File: src/rtl/lpc_pkg.sv
`default_nettype none
// ============================================================================
// Module      : lpc_pkg
// Description : Shared constants for the LPC frame packer: frame geometry,
//               CSR address map, FSM state encoding and the word-select
//               helper used to serialise a captured frame.
// Revision    : 1.0 - initial release
// ============================================================================
package lpc_pkg;

    localparam int FRAME_WORDS = 13;
    localparam int FRAME_BITS  = FRAME_WORDS * 16;

    // CSR address map
    localparam logic [2:0] CSR_BASE   = 3'd0;
    localparam logic [2:0] CSR_LIMIT  = 3'd1;
    localparam logic [2:0] CSR_STEP   = 3'd2;
    localparam logic [2:0] CSR_RSVD   = 3'd3;
    localparam logic [2:0] CSR_START  = 3'd4;
    localparam logic [2:0] CSR_STATUS = 3'd5;
    localparam logic [2:0] CSR_SRST   = 3'd6;
    localparam logic [2:0] CSR_OVF    = 3'd7;

    // Packer FSM state encoding
    localparam logic [1:0] ST_IDLE  = 2'd0;
    localparam logic [1:0] ST_ARMED = 2'd1;
    localparam logic [1:0] ST_WRITE = 2'd2;
    localparam logic [1:0] ST_DONE  = 2'd3;

    // A frame is held packed with word 0 in the least significant slot.
    function automatic logic [15:0] frame_word(input logic [FRAME_BITS-1:0] frame,
                                               input logic [3:0]            idx);
        logic [15:0] w;
        w = '0;
        for (int i = 0; i < FRAME_WORDS; i++) begin
            if (idx == 4'(i)) begin
                w = frame[i*16 +: 16];
            end
        end
        return w;
    endfunction

endpackage
`default_nettype wire

File: src/rtl/lpc_frame_packer_csr.sv
`default_nettype none
// ============================================================================
// Module      : lpc_frame_packer_csr
// Description : Avalon-MM CSR slave for the LPC frame packer. Holds the base,
//               frame-limit and step registers, produces single-cycle start
//               and soft-reset pulses, and returns registered read data.
// Ports       : clk/rst            - clock, synchronous active-high reset
//               addr/read/write/writedata/readdata - Avalon-MM CSR slave
//               i_busy/i_done      - packer status
//               i_ovf_count        - dropped-frame counter
//               o_base/o_limit/o_step - configuration
//               o_start/o_soft_rst - command pulses, valid in the strobe cycle
// Revision    : 1.0 - initial release
// ============================================================================
module lpc_frame_packer_csr
    import lpc_pkg::*;
(
    input  logic        clk,
    input  logic        rst,
    input  logic [2:0]  addr,
    input  logic        read,
    input  logic        write,
    input  logic [15:0] writedata,
    output logic [15:0] readdata,
    input  logic        i_busy,
    input  logic        i_done,
    input  logic [15:0] i_ovf_count,
    output logic [15:0] o_base,
    output logic [15:0] o_limit,
    output logic [15:0] o_step,
    output logic        o_start,
    output logic        o_soft_rst
);

    logic [15:0] r_base;
    logic [15:0] r_limit;
    logic [15:0] r_step;
    logic [15:0] r_readdata;
    logic [15:0] w_rd_mux;

    // Commands act on the same edge as the write strobe, so they are
    // decoded combinationally rather than registered.
    assign o_start    = write && (addr == CSR_START) && writedata[0];
    assign o_soft_rst = write && (addr == CSR_SRST)  && writedata[0];

    always_comb begin
        w_rd_mux = '0;
        case (addr)
            CSR_BASE:   w_rd_mux = r_base;
            CSR_LIMIT:  w_rd_mux = r_limit;
            CSR_STEP:   w_rd_mux = r_step;
            CSR_STATUS: w_rd_mux = {14'd0, i_done, i_busy};
            CSR_OVF:    w_rd_mux = i_ovf_count;
            default:    w_rd_mux = '0;
        endcase
    end

    // Soft reset intentionally leaves the configuration registers intact.
    always_ff @(posedge clk) begin
        if (rst) begin
            r_base     <= '0;
            r_limit    <= '0;
            r_step     <= '0;
            r_readdata <= '0;
        end else begin
            if (write) begin
                case (addr)
                    CSR_BASE:  r_base  <= writedata;
                    CSR_LIMIT: r_limit <= writedata;
                    CSR_STEP:  r_step  <= writedata;
                    default: ;
                endcase
            end
            if (read) begin
                r_readdata <= w_rd_mux;
            end
        end
    end

    assign o_base   = r_base;
    assign o_limit  = r_limit;
    assign o_step   = r_step;
    assign readdata = r_readdata;

endmodule
`default_nettype wire

File: src/rtl/lpc_frame_packer.sv
`default_nettype none
// ============================================================================
// Module      : lpc_frame_packer
// Description : Captures completed LPC frames on the encoder frame-valid
//               pulse and streams each one as 13 16-bit words to DDR through
//               an Avalon-MM write master. A one-deep pending buffer feeds a
//               working register so consecutive frames stream without a gap.
// Ports       : clk/rst                  - clock, synchronous active-high reset
//               A0..A10/voiced/freq_count/v - frame from the encoder
//               ddr_*                    - Avalon-MM write master
//               addr/read/write/writedata/readdata - Avalon-MM CSR slave
// Revision    : 1.0 - initial release
// ============================================================================
module lpc_frame_packer
    import lpc_pkg::*;
#(
    parameter int ADDR_W = 16
) (
    input  logic                clk,
    input  logic                rst,
    input  logic signed [15:0]  A0,
    input  logic signed [15:0]  A1,
    input  logic signed [15:0]  A2,
    input  logic signed [15:0]  A3,
    input  logic signed [15:0]  A4,
    input  logic signed [15:0]  A5,
    input  logic signed [15:0]  A6,
    input  logic signed [15:0]  A7,
    input  logic signed [15:0]  A8,
    input  logic signed [15:0]  A9,
    input  logic signed [15:0]  A10,
    input  logic                voiced,
    input  logic [15:0]         freq_count,
    input  logic                v,
    input  logic                ddr_waitrequest,
    output logic [ADDR_W-1:0]   ddr_addr,
    output logic                ddr_write,
    output logic [15:0]         ddr_writedata,
    input  logic [2:0]          addr,
    input  logic                read,
    input  logic                write,
    input  logic [15:0]         writedata,
    output logic [15:0]         readdata
);

    logic [1:0]            r_state;
    logic [1:0]            w_state_d;
    logic                  r_pend_valid;
    logic [FRAME_BITS-1:0] r_pend;
    logic [FRAME_BITS-1:0] r_work;
    logic [3:0]            r_word;
    logic [ADDR_W-1:0]     r_offset;
    logic [15:0]           r_frames;
    logic [15:0]           r_ovf;

    logic [FRAME_BITS-1:0] w_frame_in;
    logic [15:0]           w_base;
    logic [15:0]           w_limit;
    logic [15:0]           w_step;
    logic                  w_start;
    logic                  w_soft_rst;
    logic                  w_busy;
    logic                  w_accept;
    logic                  w_last_word;
    logic [15:0]           w_frames_next;
    logic                  w_promote;
    logic                  w_arm;
    logic                  w_capture;
    logic                  w_drop;

    lpc_frame_packer_csr u_csr (
        .clk         (clk),
        .rst         (rst),
        .addr        (addr),
        .read        (read),
        .write       (write),
        .writedata   (writedata),
        .readdata    (readdata),
        .i_busy      (w_busy),
        .i_done      (r_state == ST_DONE),
        .i_ovf_count (r_ovf),
        .o_base      (w_base),
        .o_limit     (w_limit),
        .o_step      (w_step),
        .o_start     (w_start),
        .o_soft_rst  (w_soft_rst)
    );

    assign w_frame_in = {A10, A9, A8, A7, A6, A5, A4, A3, A2, A1, A0,
                         15'd0, voiced, freq_count};

    assign w_busy        = (r_state == ST_ARMED) || (r_state == ST_WRITE);
    assign w_accept      = (r_state == ST_WRITE) && !ddr_waitrequest;
    assign w_last_word   = w_accept && (r_word == 4'(FRAME_WORDS - 1));
    assign w_frames_next = r_frames + 16'd1;

    always_comb begin
        w_state_d = r_state;
        w_promote = 1'b0;
        w_arm     = 1'b0;
        case (r_state)
            ST_IDLE, ST_DONE: begin
                if (w_start) begin
                    w_arm     = 1'b1;
                    w_state_d = (w_limit == 16'd0) ? ST_DONE : ST_ARMED;
                end
            end
            ST_ARMED: begin
                if (r_pend_valid) begin
                    w_promote = 1'b1;
                    w_state_d = ST_WRITE;
                end
            end
            ST_WRITE: begin
                if (w_last_word) begin
                    if (w_frames_next == w_limit) begin
                        w_state_d = ST_DONE;
                    end else if (r_pend_valid) begin
                        // Next frame already waiting: swap it in on the
                        // same edge so the stream has no bubble.
                        w_promote = 1'b1;
                    end else begin
                        w_state_d = ST_ARMED;
                    end
                end
            end
            default: w_state_d = ST_IDLE;
        endcase
    end

    // The pending slot may be refilled on the edge it is being emptied.
    assign w_capture = v && w_busy && (!r_pend_valid || w_promote);
    assign w_drop    = v && w_busy && !w_capture;

    always_ff @(posedge clk) begin
        if (rst || w_soft_rst) begin
            r_state      <= ST_IDLE;
            r_pend_valid <= 1'b0;
            r_pend       <= '0;
            r_work       <= '0;
            r_word       <= '0;
            r_offset     <= '0;
            r_frames     <= '0;
            r_ovf        <= '0;
        end else begin
            r_state <= w_state_d;
            if (w_arm) begin
                r_pend_valid <= 1'b0;
                r_word       <= '0;
                r_offset     <= '0;
                r_frames     <= '0;
            end else begin
                if (w_promote) begin
                    r_work <= r_pend;
                end
                if (w_capture) begin
                    r_pend       <= w_frame_in;
                    r_pend_valid <= 1'b1;
                end else if (w_promote) begin
                    r_pend_valid <= 1'b0;
                end
                // Offset accumulates step per word, so it equals
                // widx*step modulo the address space without a multiplier.
                if (w_accept) begin
                    r_offset <= r_offset + ADDR_W'(w_step);
                    r_word   <= w_last_word ? 4'd0 : r_word + 4'd1;
                end
                if (w_last_word) begin
                    r_frames <= w_frames_next;
                end
                if (w_drop && (r_ovf != 16'hFFFF)) begin
                    r_ovf <= r_ovf + 16'd1;
                end
            end
        end
    end

    assign ddr_write     = (r_state == ST_WRITE);
    assign ddr_addr      = ADDR_W'(w_base) + r_offset;
    assign ddr_writedata = frame_word(r_work, r_word);

endmodule
`default_nettype wire

File: config.mk
export PLATFORM = sky130hd
export DESIGN_NAME = lpc_frame_packer
export DESIGN_NICKNAME = d
export VERILOG_FILES = /design/src/rtl/lpc_pkg.sv /design/src/rtl/lpc_frame_packer_csr.sv /design/src/rtl/lpc_frame_packer.sv
export SDC_FILE = /design/constraint.sdc
export NUM_CORES = 1
export LEC_CHECK = 0
export CAP_MARGIN = 20
export CORE_ASPECT_RATIO = 1.1
export CORE_MARGIN = 1
export CORE_UTILIZATION = 40
export DETAILED_ROUTE_END_ITERATION = 8
export PLACE_DENSITY = 0.72
export RECOVER_POWER = 25
export SLEW_MARGIN = 20
export SYNTH_ARGS = -nofsm -noshare
export SYNTH_HDL_FRONTEND = slang
export SYNTH_SLANG_ARGS = --single-unit
File: constraint.sdc
create_clock -name clk -period 3.4 [get_ports clk]
set_input_delay 0.51 -clock clk [delete_from_list [all_inputs] [get_ports clk]]
set_output_delay 0.51 -clock clk [all_outputs]
set_load 0.01 [all_outputs]
### Word level (Yosys, flattened, before mapping)

Index checks and enable logic that the tools add are counted.

* add/sub/neg operators: 5
* equal/unequal tests: 27
* mux-type cells: 30
* bitwise operators: 1
* reductions and logical operators: 30

Operator list (number)
* 16-bit two-way mux: 13
* 16-bit case mux with 5 select lines: 1
* 16-bit by 1-bit adder with 16-bit output (second input constant): 2
* 16-bit adder: 2
* 4-bit equality test (second input constant): 5
* 16-bit equality test: 1
* 4-bit by 3-bit equality test with 1-bit output (second input constant): 4
* 16-bit logical NOT: 1
* 16-bit != test (second input constant): 1
* 3-bit equality test (second input constant): 4
* 2-bit two-way mux: 6
* 2-bit AND reduction: 6
* 1-bit logical AND: 10
* 4-bit by 2-bit equality test with 1-bit output (second input constant): 2
* 1-bit two-way mux: 7
* 2-bit case mux with 3 select lines: 1
* 4-bit by 1-bit adder with 4-bit output (second input constant): 1
* 2-bit equality test (second input constant): 2
* 4-bit by 1-bit equality test with 1-bit output (second input constant): 1
* 4-bit logical NOT: 1
* 4-bit two-way mux: 1
* 2-bit by 1-bit != test with 1-bit output (second input constant): 2
* 4-bit AND reduction: 1
* 2-bit OR reduction: 2
* 12 further kinds: 16

* flip-flop bits (word level): 505
* input port bits: 218
* logic and storage cells: 105

### Longest topological paths before layout

* word-level depth: 14
* depth in mapped cells: 15
* mapped depth without buffers: 12

### Hierarchy

From an unflattened synthesis, not the netlist that was laid out.

* cell total of the unflattened synthesis: 2560
* area total of the unflattened synthesis: 22158.8 um2

Modules (own cells, without submodules)
* lpc_frame_packer: times used 1, cells each 2233, area each 19279.7 um2, seq. area each 8828.5 um2
* lpc_frame_packer_csr: times used 1, cells each 327, area each 2879.0 um2, seq. area each 1281.2 um2

### Least setup slack after synthesis

Ideal clock, no wire load.

* path kind: reg2out
* start point: reg r_offset[0]
* end point: out ddr_addr[14]
* data arrival time: 2.394 ns
* required time: 2.890 ns
* path slack: 0.496 ns
* stages on the path, launching flop included: 13
* buffers on the path: 0
* cells stage by stage: dfxtp_1 -> ha_1 -> inv_1 -> fa_1 -> nor2b_1 -> o21ai_0 -> a21oi_1 -> o211ai_1 -> a21oi_1 -> nor3_1 -> o41ai_1 -> a21oi_1 -> xnor2_1

* longest elaborated chain between the ends: 1

RTL lines
* from (decl): RTL line lpc_frame_packer.sv:52 `logic [ADDR_W-1:0] r_offset;`
* from (signal assigned): RTL line lpc_frame_packer.sv:165 `r_offset <= r_offset + ADDR_W'(w_step);`
* 16-bit adder: RTL line lpc_frame_packer.sv:179 `assign ddr_addr = ADDR_W'(w_base) + r_offset;`
* to (decl): RTL line lpc_frame_packer.sv:36 `output logic [ADDR_W-1:0] ddr_addr,`

Every way passes these cells.

### Final worst setup path

* start point: reg r_word[1]
* end point: out ddr_writedata[13]

* longest elaborated chain between the ends: 14
* elaborated cells between the ends (all ways): 26
* classes of those cells: eq/ne (12); mux (13); reduce/logical (1)

RTL lines
* from (decl): RTL line lpc_frame_packer.sv:51 `logic [3:0] r_word;`
* from (signal assigned): RTL line lpc_frame_packer.sv:166 `r_word <= w_last_word ? 4'd0 : r_word + 4'd1;`
* 4-bit logical NOT: RTL line lpc_pkg.sv:36 `if (idx == 4'(i)) begin`
* 16-bit two-way mux (12 in a row): RTL line lpc_pkg.sv:36
* 16-bit two-way mux *: RTL line lpc_pkg.sv:36
* to (decl): RTL line lpc_frame_packer.sv:38 `output logic [15:0] ddr_writedata,`

Mark *: on every way between the ends. The rest lies on a longest branch, timed or not.

==> reports/qor.csv <==
stage;metric;value;unit
timing;relative max-transition margin;28.7;%
timing;highest attainable clock frequency;280;MHz
routing;detail-routed via count per cell;5.25;
layout;Storage cell area;10100;um2
layout;combined area of the multi-input logic cells;12200;um2
synth;share of synthesized flip-flops with an asynchronous set or reset;0;%
worst_setup_path;crit path capture type;primary output;
timing;Final min period;3.57;ns
global_route;global routing usage summed across all routing layers;21.6;%
place;HPWL after detailed placement;47200;um
die;core region area;56600;um2
global_route;number of antenna violations at the first check in global routing;3;
clocking;number of hold buffers added after CTS;0;
worst_setup_path;kind of start point of the critical path;flip-flop;
timing;count of endpoints failing setup in the final report;14;
clocking;clock insertion delay at the later pin of the skew report;0.60;ns
die;Total Die Area;58700;um2
timing;final setup skew;0.0300;ns
place;number of buffer cells added on primary ports;266;
outcome;outcome;finished, violations left;
timing;count of endpoints failing hold in the final timing report;0;
global_route;pin count of the biggest net entering global routing;89;
clocking;Clock Tree Buf Depth;3;
synth;synthesized area per cell;8.78;um2
run;number of maximum-capacitance violations;0;
routing;Initial DRC Count;1741;
layout;layout cells sized above 1;10.1;%
timing;final clock period utilization by the worst path;105;%
worst_hold_path;Worst Hold Class;in -> reg;
die;io pins;267;
clocking;root cell of the clock tree;sky130_fd_sc_hd__clkbuf_16;
worst_setup_path;slack of the worst reg-to-reg path;0.03;ns
global_route;vias in the first global route;17839;
global_route;wire length of the first global-routing pass;99800;um
worst_setup_path;cell type with the highest occurrence count on the critical path;sky130_fd_sc_hd__o21ai_1;
routing;routed wire length per instance;17.9;um
outcome;violated checks;negative setup slack;
timing;Slew Viols, Final;0;
worst_setup_path;CP max stage delay;0.43;ns
clocking;number of clock buffers inserted by TritonCTS;52;
worst_setup_path;data required time of the worst path;2.89;ns
synth;Yosys Warn Count;0;
synth;number of enable flip-flop cells after synthesis;0;
die;die extent in y;254;um
synth;flip-flop and latch count after synthesis;505;
routing;Routed WL;65400;um
die;die width;231;um
timing;worst-margin pin slew;1.07;ns
global_route;Overflow after GRT;0;
timing;RSZ-0062 raised after global routing;yes;
clocking;number of sinks handled by clock tree synthesis;505;
layout;number of nets in the layout;3140;
synth;post-synthesis cell count;2629;
routing;total via count after detailed routing;19236;
worst_setup_path;data arrival time at the worst-slack endpoint;3.06;ns
worst_setup_path;class of the most critical setup path;reg -> out;
power_and_ir_drop;power density of the placed cells;519;nW/um2
worst_setup_path;crit path max fanout;6;
layout;total of fill cells in the finished design;5198;
layout;Layout Area Growth over Synthesis;24.6;%
synth;Primary FF master, synth;sky130_fd_sc_hd__dfxtp_1;
power_and_ir_drop;total chip power;0.0149;W
routing;ANT nets after route;0;
timing;Fin Setup TNS;-1.13;ns
power_and_ir_drop;Pleak;11.5;nW
die;initial core utilization;40.8;%
worst_setup_path;slowest stage cell, crit path;sky130_fd_sc_hd__dfxtp_1;
synth;nets in the synthesized netlist;2888;
synth;distinct cell type count after synthesis;69;
timing;slack of the critical path;-0.166;ns
routing;Initial DRT Pass Iterations;9;
clocking;H-tree depth;2;
clocking;clock tree from TritonCTS;done;
place;final estimated routing congestion in global placement;0.930;
routing;total DRC errors in the routed layout;0;
synth;combined area of all synthesized cells;23100;um2
clocking;clock transition at the register clock pins on the worst setup and hold paths after CTS;0.06;ns
synth;sequential share of the synthesized area;43.8;%
worst_setup_path;cells along the critical path;inv_1 -> ha_4 -> nor2_4 -> and3_4 -> buf_12 -> buf_6 -> a22oi_2 -> o211ai_1 -> o21ai_1 -> o21ai_1 -> a221oi_2 -> nor2_2 -> buf_2;
die;Row Count;91;
power_and_ir_drop;largest vdd supply drop;0.362;mV
cells in the mapped netlist (3+ instances only):
library cell	count	area (um2)
sky130_fd_sc_hd__a211o_1	4	35.0
sky130_fd_sc_hd__and3b_1	3	26.3
sky130_fd_sc_hd__and2_1	13	81.3
sky130_fd_sc_hd__and4_1	6	52.6
sky130_fd_sc_hd__a22oi_1	48	360
sky130_fd_sc_hd__a222oi_1	17	170
sky130_fd_sc_hd__nor3_1	23	115
sky130_fd_sc_hd__o21bai_1	3	22.5
sky130_fd_sc_hd__nand2b_1	15	93.8
sky130_fd_sc_hd__buf_1	5	18.8
sky130_fd_sc_hd__mux2_2	15	169
sky130_fd_sc_hd__o41ai_1	4	35.0
sky130_fd_sc_hd__o21a_1	8	60.1
sky130_fd_sc_hd__a21o_1	7	52.6
sky130_fd_sc_hd__o22ai_1	12	75.1
sky130_fd_sc_hd__nand2_1	592	2220
sky130_fd_sc_hd__nand3_1	28	140
sky130_fd_sc_hd__inv_1	30	113
sky130_fd_sc_hd__mux2i_1	402	4020
sky130_fd_sc_hd__ha_1	39	488
sky130_fd_sc_hd__a21oi_1	115	576
sky130_fd_sc_hd__o21ai_0	48	240
sky130_fd_sc_hd__buf_8	11	165
sky130_fd_sc_hd__nor2b_1	8	50.1
sky130_fd_sc_hd__a22o_1	13	114
sky130_fd_sc_hd__and3_1	11	68.8
sky130_fd_sc_hd__nand4_1	10	62.6
sky130_fd_sc_hd__o211ai_1	17	128
sky130_fd_sc_hd__buf_2	10	50.1
sky130_fd_sc_hd__nand3b_1	3	22.5
sky130_fd_sc_hd__xor2_1	23	201
sky130_fd_sc_hd__a211oi_1	9	67.6
sky130_fd_sc_hd__xnor2_1	39	342
sky130_fd_sc_hd__nor2_1	301	1130
sky130_fd_sc_hd__nor4_1	6	37.5
sky130_fd_sc_hd__dfxtp_1	505	10100
sky130_fd_sc_hd__clkbuf_1	130	488
sky130_fd_sc_hd__a221o_1	3	30.0
sky130_fd_sc_hd__buf_6	28	315
sky130_fd_sc_hd__a31oi_1	23	144
critical path: cells and delay by family, from the launching register on:
| family | cells | cell delay (ns) |
|---|---|---|
| buf+inv | 4 | 0.51 |
| simple gates | 3 | 0.57 |
| flops | 1 | 0.43 |
| fa+ha+maj | 1 | 0.18 |
| compound gates | 5 | 0.75 |
cells by family after synthesis:
family	Yosys count	synth area share [%]
multiplexers	417	18.2
buffers and inverters	217	5.06
flip-flops	505	43.8
AO/OA/AOI/OAI	350	9.84
AND/OR/NAND/NOR	1037	18.5
adder cells (fa/ha/maj)	41	2.29
XOR/XNOR	62	2.35
worst paths after layout:
kind	end	cells after the start	from
setup / recovery	ddr_writedata[13]	13	r_word[1]
setup reg to reg	r_work[87]	13	r_frames[2]
hold reg to reg	r_work[0]	2	r_pend[0]
hold / removal	r_ovf[4]	3	rst
power by group:
| part | internal (W) | switching, W |
|---|---|---|
| registers | 0.00643 | 0.000370 |
| clock network | 0.00322 | 0.00238 |
| logic | 0.00128 | 0.00125 |
| total | 0.0109 | 0.00400 |
cell usage in the layout, fill, tap and decap left out, types with 8 or more instances in the layout:
master / count
sky130_fd_sc_hd__and2_1: 11
sky130_fd_sc_hd__dfxtp_1: 501
sky130_fd_sc_hd__a31oi_1: 14
sky130_fd_sc_hd__buf_4: 73
sky130_fd_sc_hd__nand4_1: 10
sky130_fd_sc_hd__nand3_1: 30
sky130_fd_sc_hd__buf_12: 23
sky130_fd_sc_hd__dlygate4sd3_1: 21
sky130_fd_sc_hd__o211ai_1: 17
sky130_fd_sc_hd__o21ai_1: 31
sky130_fd_sc_hd__xor2_1: 23
sky130_fd_sc_hd__clkbuf_8: 10
sky130_fd_sc_hd__mux2_2: 15
sky130_fd_sc_hd__xnor2_1: 38
sky130_fd_sc_hd__a222oi_1: 17
sky130_fd_sc_hd__a22oi_2: 13
sky130_fd_sc_hd__and3_1: 10
sky130_fd_sc_hd__o21a_1: 8
sky130_fd_sc_hd__a211oi_1: 8
sky130_fd_sc_hd__a22oi_1: 35
sky130_fd_sc_hd__nor2_1: 298
sky130_fd_sc_hd__nor3_1: 23
sky130_fd_sc_hd__clkbuf_16: 54
sky130_fd_sc_hd__o22ai_1: 12
sky130_fd_sc_hd__inv_1: 28
sky130_fd_sc_hd__mux2i_1: 402
sky130_fd_sc_hd__a22o_1: 13
sky130_fd_sc_hd__o21ai_0: 16
sky130_fd_sc_hd__clkdlybuf4s50_1: 218
sky130_fd_sc_hd__ha_1: 33
sky130_fd_sc_hd__clkbuf_1: 21
sky130_fd_sc_hd__buf_2: 17
sky130_fd_sc_hd__a21oi_1: 111
sky130_fd_sc_hd__nand2_1: 587
sky130_fd_sc_hd__nand2b_1: 15
layer usage:
metal  share of wire [%]  GRT usage, %  vias to the layer above
met2                  47          35.5                      624
met5               0.020             0                        -
met4                 3.4          8.80                        2
met3                 5.7          2.63                      124
met1                  44          28.5                     9014
li1                    -             -                     9472
metrics by stage:
step	utilization (%)	std cells	worst slack [ns]	cell area, um2	hold WS [ns]
6_report	50.8	3662	-0.166	28800	0.414
5_1_grt	50.8	3659	-0.262	28800	0.402
4_1_cts	50.5	3647	-0.170	28600	0.380
3_5_place_dp	47.1	3547	-0.0810	26600	0.445
3_3_place_gp	47.1	3547	-0.112	26600	0.439
2_1_floorplan	-	2629	0.496	23100	0.432
layout make-up:
cell class                 count  share of cell area, %
antenna                        3                 0.0261
multi-input combinational   1907                   42.3
timing repair buffer         384                   13.1
sequential                   505                   35.2
clock inverter                13                  0.479
inverter                      31                  0.413
tap                          744                   3.24
clock buffer                  75                   5.25
state kept, by name (all words and copies together), names as in the netlist:
signal	count
r_word	4
r_pend_valid	1
r_state	2
u_csr.o_base	16
u_csr.o_step	16
r_work	193
r_ovf	16
r_offset	16
u_csr.o_limit	16
r_frames	16
u_csr.readdata	16
r_pend	193
what timing repair did:
item | CTS | global route
setup endpoints to repair | 26 | 172
pin swaps | 38 | 42
resized for setup | 157 | 59
setup buffers | 10 | 11
gates cloned | 2 | 1
Power figures use the tool's default switching activity.
